## src/rtl/mips_defs.sv

```systemverilog
// Shared MIPS decode constants: opcodes, R-type funct codes, Tuse/Tnew encodings.
// Used by the hazard, forwarding and decode logic.
package mips_defs;

  localparam logic [5:0] OP_RTYPE = 6'h00;
  localparam logic [5:0] OP_J     = 6'h02;
  localparam logic [5:0] OP_JAL   = 6'h03;
  localparam logic [5:0] OP_BEQ   = 6'h04;
  localparam logic [5:0] OP_ORI   = 6'h0d;
  localparam logic [5:0] OP_LUI   = 6'h0f;
  localparam logic [5:0] OP_LW    = 6'h23;
  localparam logic [5:0] OP_SW    = 6'h2b;

  localparam logic [5:0] FN_JR    = 6'h08;
  localparam logic [5:0] FN_MFHI  = 6'h10;
  localparam logic [5:0] FN_MTHI  = 6'h11;
  localparam logic [5:0] FN_MFLO  = 6'h12;
  localparam logic [5:0] FN_MTLO  = 6'h13;
  localparam logic [5:0] FN_MULT  = 6'h18;
  localparam logic [5:0] FN_MULTU = 6'h19;
  localparam logic [5:0] FN_DIV   = 6'h1a;
  localparam logic [5:0] FN_DIVU  = 6'h1b;
  localparam logic [5:0] FN_ADDU  = 6'h21;
  localparam logic [5:0] FN_SUBU  = 6'h23;

  localparam logic [1:0] TUSE_0 = 2'd0;
  localparam logic [1:0] TUSE_1 = 2'd1;
  localparam logic [1:0] TUSE_2 = 2'd2;
  localparam logic [1:0] TNEW_0 = 2'd0;
  localparam logic [1:0] TNEW_1 = 2'd1;
  localparam logic [1:0] TNEW_2 = 2'd2;

  localparam logic [4:0] REG_RA = 5'd31;

  typedef enum logic [4:0] {
    I_NOP, I_ADDU, I_SUBU, I_ORI, I_LW, I_SW, I_BEQ, I_LUI, I_JAL, I_JR, I_J,
    I_MULT, I_MULTU, I_DIV, I_DIVU, I_MFHI, I_MFLO, I_MTHI, I_MTLO
  } instr_e;

endpackage

```

## src/rtl/md_busy_cnt.sv

```systemverilog
// Busy down-counter of the multi-cycle mult/div unit; an issue always reloads,
// never accumulates.
module md_busy_cnt #(
  parameter int MULT_CYCLES = 5,
  parameter int DIV_CYCLES  = 10,
  parameter int CNT_W       = 4
) (
  input  logic             clk,
  input  logic             rst_n,
  input  logic             start,
  input  logic             is_div,
  output logic             busy,
  output logic [CNT_W-1:0] remain
);

  logic [CNT_W-1:0] cnt;

  always_ff @(posedge clk or negedge rst_n) begin
    if (!rst_n) begin
      cnt <= '0;
    end else if (start) begin
      cnt <= is_div ? CNT_W'(DIV_CYCLES) : CNT_W'(MULT_CYCLES);
    end else if (cnt != '0) begin
      cnt <= cnt - 1'b1;
    end
  end

  // Busy includes the issue cycle itself, before the load is visible.
  assign busy   = rst_n & (start | (cnt != '0));
  assign remain = cnt;

endmodule

```

## src/rtl/hazard_stall.sv

```systemverilog
// Stall/bubble generator: Tuse vs Tnew data hazards against the E and M
// producers, plus mult/div occupancy stalls.
module hazard_stall
  import mips_defs::*;
#(
  parameter int MULT_CYCLES = 5,
  parameter int DIV_CYCLES  = 10,
  parameter int CNT_W       = 4
) (
  input  logic             clk,
  input  logic             reset,
  input  logic [31:0]      ID_Instr_o,
  input  logic [31:0]      EX_Instr_o,
  input  logic [31:0]      MEM_Instr_o,
  input  logic [4:0]       EX_RegAddr_o,
  input  logic [4:0]       MEM_RegAddr_o,
  output logic             stall,
  output logic             ID_EX_clr,
  output logic             md_busy,
  output logic [CNT_W-1:0] md_remain
);

  function automatic instr_e classify(input logic [5:0] op, input logic [5:0] funct);
    instr_e c;
    c = I_NOP;
    case (op)
      OP_RTYPE: begin
        case (funct)
          FN_ADDU:  c = I_ADDU;
          FN_SUBU:  c = I_SUBU;
          FN_JR:    c = I_JR;
          FN_MULT:  c = I_MULT;
          FN_MULTU: c = I_MULTU;
          FN_DIV:   c = I_DIV;
          FN_DIVU:  c = I_DIVU;
          FN_MFHI:  c = I_MFHI;
          FN_MFLO:  c = I_MFLO;
          FN_MTHI:  c = I_MTHI;
          FN_MTLO:  c = I_MTLO;
          default:  c = I_NOP;
        endcase
      end
      OP_ORI:  c = I_ORI;
      OP_LW:   c = I_LW;
      OP_SW:   c = I_SW;
      OP_BEQ:  c = I_BEQ;
      OP_LUI:  c = I_LUI;
      OP_JAL:  c = I_JAL;
      OP_J:    c = I_J;
      default: c = I_NOP;
    endcase
    return c;
  endfunction

  function automatic logic hit(input logic used, input logic [1:0] tuse, input logic [4:0] src,
                               input logic writes, input logic [1:0] tnew, input logic [4:0] dest);
    return used && writes && (dest != 5'd0) && (src == dest) && (tuse < tnew);
  endfunction

  instr_e d_cls, e_cls, m_cls;
  logic [4:0] d_rs, d_rt;
  logic d_rs_used, d_rt_used, d_md;
  logic [1:0] d_rs_tuse, d_rt_tuse;
  logic e_writes, m_writes;
  logic [1:0] e_tnew, m_tnew;
  logic data_stall, md_stall, md_start, md_div;
  logic unused_bits;

  assign d_cls = classify(ID_Instr_o[31:26], ID_Instr_o[5:0]);
  assign e_cls = classify(EX_Instr_o[31:26], EX_Instr_o[5:0]);
  assign m_cls = classify(MEM_Instr_o[31:26], MEM_Instr_o[5:0]);
  assign d_rs  = ID_Instr_o[25:21];
  assign d_rt  = ID_Instr_o[20:16];

  always_comb begin
    d_rs_used = 1'b0;
    d_rt_used = 1'b0;
    d_rs_tuse = TUSE_1;
    d_rt_tuse = TUSE_1;
    d_md      = 1'b0;
    case (d_cls)
      I_BEQ: begin
        d_rs_used = 1'b1; d_rt_used = 1'b1;
        d_rs_tuse = TUSE_0; d_rt_tuse = TUSE_0;
      end
      I_JR: begin
        d_rs_used = 1'b1; d_rs_tuse = TUSE_0;
      end
      I_ADDU, I_SUBU: begin
        d_rs_used = 1'b1; d_rt_used = 1'b1;
      end
      I_ORI, I_LW: d_rs_used = 1'b1;
      I_SW: begin
        d_rs_used = 1'b1; d_rt_used = 1'b1; d_rt_tuse = TUSE_2;
      end
      I_MULT, I_MULTU, I_DIV, I_DIVU: begin
        d_rs_used = 1'b1; d_rt_used = 1'b1; d_md = 1'b1;
      end
      I_MTHI, I_MTLO: begin
        d_rs_used = 1'b1; d_md = 1'b1;
      end
      I_MFHI, I_MFLO: d_md = 1'b1;
      default: ;
    endcase
  end

  // Tnew is counted towards the M/W forwarding points, so a loaded value in M
  // is still one cycle away and everything else in M is already forwardable.
  always_comb begin
    e_writes = 1'b0;
    e_tnew   = TNEW_1;
    m_writes = 1'b0;
    m_tnew   = TNEW_0;
    case (e_cls)
      I_ADDU, I_SUBU, I_ORI, I_LUI, I_MFHI, I_MFLO, I_JAL: e_writes = 1'b1;
      I_LW: begin
        e_writes = 1'b1; e_tnew = TNEW_2;
      end
      default: ;
    endcase
    case (m_cls)
      I_ADDU, I_SUBU, I_ORI, I_LUI, I_MFHI, I_MFLO, I_JAL: m_writes = 1'b1;
      I_LW: begin
        m_writes = 1'b1; m_tnew = TNEW_1;
      end
      default: ;
    endcase
  end

  assign data_stall =
      hit(d_rs_used, d_rs_tuse, d_rs, e_writes, e_tnew, EX_RegAddr_o)  |
      hit(d_rt_used, d_rt_tuse, d_rt, e_writes, e_tnew, EX_RegAddr_o)  |
      hit(d_rs_used, d_rs_tuse, d_rs, m_writes, m_tnew, MEM_RegAddr_o) |
      hit(d_rt_used, d_rt_tuse, d_rt, m_writes, m_tnew, MEM_RegAddr_o);

  assign md_start = (e_cls == I_MULT) || (e_cls == I_MULTU) || (e_cls == I_DIV) || (e_cls == I_DIVU);
  assign md_div   = (e_cls == I_DIV) || (e_cls == I_DIVU);

  md_busy_cnt #(
    .MULT_CYCLES(MULT_CYCLES),
    .DIV_CYCLES (DIV_CYCLES),
    .CNT_W      (CNT_W)
  ) u_md_cnt (
    .clk   (clk),
    .rst_n (reset),
    .start (md_start),
    .is_div(md_div),
    .busy  (md_busy),
    .remain(md_remain)
  );

  assign md_stall  = md_busy & d_md;
  assign stall     = reset & (data_stall | md_stall);
  assign ID_EX_clr = stall;

  assign unused_bits = ^{ID_Instr_o[15:6], EX_Instr_o[25:6], MEM_Instr_o[25:6]};

endmodule

```

## config.mk

```make
export PLATFORM = sky130hd
export DESIGN_NAME = hazard_stall
export DESIGN_NICKNAME = d
export VERILOG_FILES = /design/src/rtl/mips_defs.sv /design/src/rtl/md_busy_cnt.sv /design/src/rtl/hazard_stall.sv
export SDC_FILE = /design/constraint.sdc
export NUM_CORES = 1
export LEC_CHECK = 0
export CORE_UTILIZATION = 34
export DETAILED_ROUTE_END_ITERATION = 10
export PLACE_DENSITY = 0.88
export SLEW_MARGIN = 20
export SYNTH_ARGS = -nofsm -noshare
export SYNTH_HDL_FRONTEND = slang
export SYNTH_SLANG_ARGS = --single-unit
```

## constraint.sdc

```tcl
create_clock -name clk -period 3.5 [get_ports clk]
set_clock_uncertainty 0.1 [all_clocks]
set_input_delay 0.525 -clock clk [delete_from_list [all_inputs] [get_ports clk]]
set_output_delay 0.525 -clock clk [all_outputs]
set_load 0.005 [all_outputs]
```

==> flow_metrics.tcl <==
set metrics [dict create \
    vias_in_the_first_global_route 1906 \
    final.min_clock_period_ns 3.40 \
    finished_core_util_pct 66.1 \
    switching_share_pct 36.3 \
    cts.root.buffer_cell "sky130_fd_sc_hd__clkbuf_8" \
    timing.critical_path.cells "clkdlybuf4s50_1, buf_4, nor3_1, o31a_2, a21oi_4, buf_4, a21oi_1, a21oi_1, o21ai_1, a221o_1, buf_2" \
    routed_via_density 5.36 \
    synthDominantCellAreaShare_pct 10.5 \
    min_period_over_period_pct 97.2 \
    layout.cell_area.non_filler_um2 2720 \
    design.die.area_um2 4670 \
    grt_antenna_before_repair 0 \
    antenna-diode-count 0 \
    global_route_wire_length_before_repair_um 7880 \
    report.final.slew_viol_count 0 \
    synth_ff_type "sky130_fd_sc_hd__dfrtp_1" \
    antenna_violating_nets_post_route 0 \
    timing.critical_path.to_type "output pin" \
    ys_ff_latch 4 \
    route.detailed.drc 0 \
    netSwitchingPower_mw 0.213 \
    grt_most_used_layer "met2" \
    wl_per_cell_um 12.9 \
    post-synth-top-count-cell "sky130_fd_sc_hd__xnor2_1" \
    finalSetupViolations 0 \
    gr-usage-met3_pct 2.83 \
    synth_edf_count 0 \
    drv_cap 0 \
    drt_pre_antenna_iters 4 \
    drt_wl_total_um 4910 \
    gr-usage-met2_pct 37.5 \
    cp_top_family "compound AO/OA/AOI/OAI gates" \
    final_nets 442 \
    cts.clk_slew.worst_paths_ns 0.03 \
    maxSlewHeadroom_pct 63.5 \
    cellLeakagePower_nw 1.16 \
    initial_core_utilization_pct 36.4 \
    post_synth.cell_area_avg_um2 7.00 \
    seq_power_share_pct 16.1 \
    vdd_drop_max_v 0.000149 \
    largest_register_ffs 4 \
    detailroute.via_count 2036 \
    dr.first_iter.drc_count 88 \
    p_clk_share_pct 16.6 \
    cell_count_post_placement 374 \
    clock_tree_from_tritoncts "done" \
    power-per-cell-area_nw_per_um2 216 \
    syn_to_final_growth_pct 81.5 \
    yosysWarnings 0 \
    cts.htree.levels 1 \
    fmaxAchievable_ghz 0.294 \
    worstPathRequired_ns 2.87 \
    worst-r2r-setup-slack_ns 1.79 \
    cp.arrival_ns 2.78 \
    run_status "finished clean" \
    die_width_um 68.4 \
    share_comb_of_total_power_pct 67.3 \
    async_flop_share_pct 100 \
    worstMarginPinSlew_ns 0.546 \
    syn_inst 214 \
    floorplan.core_area_um2 4120 \
    clock-sinks 4 \
    drive_above_1_share_pct 29.4 \
    synth.largest_area_cell "sky130_fd_sc_hd__xnor2_1" \
    post_synth_cell_types 63 \
    floorplan.io_pins 115 \
    finalNonFillerCells 380 \
    worst-path-buf-inv 4 \
    maximum_clock_insertion_buffer_count 2 \
    tritoncts.num_buffers 3 \
    total_power_mw 0.586 \
    floorplan.die.height_um 68.4 \
    grt_usage_pct 21.7 \
    place_area_um2 2570 \
    ranking_of_synthesized_cells_by_instance_count "sky130_fd_sc_hd__xnor2_1, sky130_fd_sc_hd__nand2_1, sky130_fd_sc_hd__a21oi_1" \
    hold_viol_final 0 \
    grt-ovfl-total 0 \
    netlist_top_cells_area "sky130_fd_sc_hd__xnor2_1, sky130_fd_sc_hd__dfrtp_1, sky130_fd_sc_hd__xor2_1" \
    buffer_ports.inserted 64 \
    worst_skew_pair.late_latency_ns 0.22 \
    dp_hpwl_um 4020 \
    synth-seq-area-share_pct 6.68 \
    fp-row-count 23 \
    largest_net_degree_at_the_start_of_global_routing 9 \
    grt_use_met1_pct 27.8 \
    worstHoldPathType "input port to async pin" \
    critPathMaxFanout 4 \
    syn-cell-area_um2 1500 \
    path_class "input port to output pin" \
    gpl.final_weighted_congestion 0.895 \
    cell_internal_pwr_mw 0.374 \
    synth_fp_nets 324 \
    cp_max_stage_delay_ns 0.48 \
    critical-path-slowest-cell "sky130_fd_sc_hd__clkdlybuf4s50_1" \
    worst_setup_path_start_kind "input port" \
]
[power by group through the flow]
stage | registers (mW) | logic [mW] | clock network [mW]
final | 0.0943 | 0.395 | 0.0972
after global routing | 0.0962 | 0.443 | 0.103
after CTS | 0.0950 | 0.391 | 0.0979
after detailed placement | 0.0957 | 0.391 | 0
after global placement | 0.0927 | 0.380 | 0
after floorplan | 0.0934 | 0.180 | 0
[timing repair]
action / in CTS / in global routing
buffers inserted: 3 / 0
pin swaps: 10 / 9
hold buffers: 0 / 0
setup endpoints to repair: 3 / 2
resized for setup: 39 / 21
[cell type report]
type,instances,area (µm²)
multi-input cells,194,1440
fillers,343,1400
repair buffers,120,1040
flip-flops and latches,4,100
well taps,50,62.6
clock buffers,3,41.3
inverters,9,33.8
[cells in the final DEF (no fill, tap or decap), drive strengths merged, types with 2 or more instances in the layout]
master         count
nand2b             9
a21o               2
or2                3
buf               60
dfrtp              4
o31ai              2
nor3              12
nor2b              5
a21oi             15
nand2             16
ha                 2
a211o              2
nand3              8
clkdlybuf4s50     41
mux2i              3
clkdlybuf4s15      2
o31a               3
clkbuf             4
and3               4
o21ai             10
o21bai             2
nor4               8
inv                9
o211ai             3
or3                3
a32oi              3
nor4b              2
and2               4
nor2              13
dlygate4sd2       10
or4b               3
a211oi             4
dlymetal6s2s       6
or4                4
nor3b              5
xor2               9
xnor2             18
[kinds of logic after synthesis]
family | after synthesis | synth area share, %
and+or+nand+nor | 105 | 42.2
AOI/OAI and AO/OA | 56 | 26.6
xor gates and xnor gates | 27 | 15.8
buffers and inverters | 16 | 4.43
DFF | 4 | 6.68
muxes | 3 | 2.01
adders and majority gates | 3 | 2.34
[routing by layer]
layer  share of wire (%)  wire length [µm]
met5                   0                 0
met4                0.79                39
met3                 5.0               247
met2                  51              2490
met1                  43              2130
[final timing paths]
path | to | depth (start not counted) | from
min reg2reg | u_md_cnt.remain[3] | 3 | u_md_cnt.remain[3]
max | stall | 11 | ID_Instr_o[1]
max reg2reg | u_md_cnt.remain[2] | 5 | u_md_cnt.remain[0]
min | u_md_cnt.remain[3] | 2 | reset
max in group asynchronous | u_md_cnt.remain[2] | 2 | reset
min in group clk | u_md_cnt.remain[3] | 3 | u_md_cnt.remain[3]
[worst register-to-register path: stages, from the launching register on]
cell                      delay, ns
sky130_fd_sc_hd__dfrtp_1       0.37
sky130_fd_sc_hd__inv_1         0.12
sky130_fd_sc_hd__ha_1          0.18
sky130_fd_sc_hd__nor3b_1       0.48
sky130_fd_sc_hd__o21ai_0       0.16
sky130_fd_sc_hd__and2_1        0.18
[metrics by stage]
stage,setup TNS [ns],worst slack (ns),hold WS (ns)
after floorplan,0,0.339,0.129
after global placement,-1.47,-0.532,0.533
after detailed placement,-1.60,-0.557,0.540
after CTS,0,0.00295,0.517
after global routing,-0.0106,-0.00566,0.534
final,0,0.0981,0.513
(Power assumes the default switching activity.)
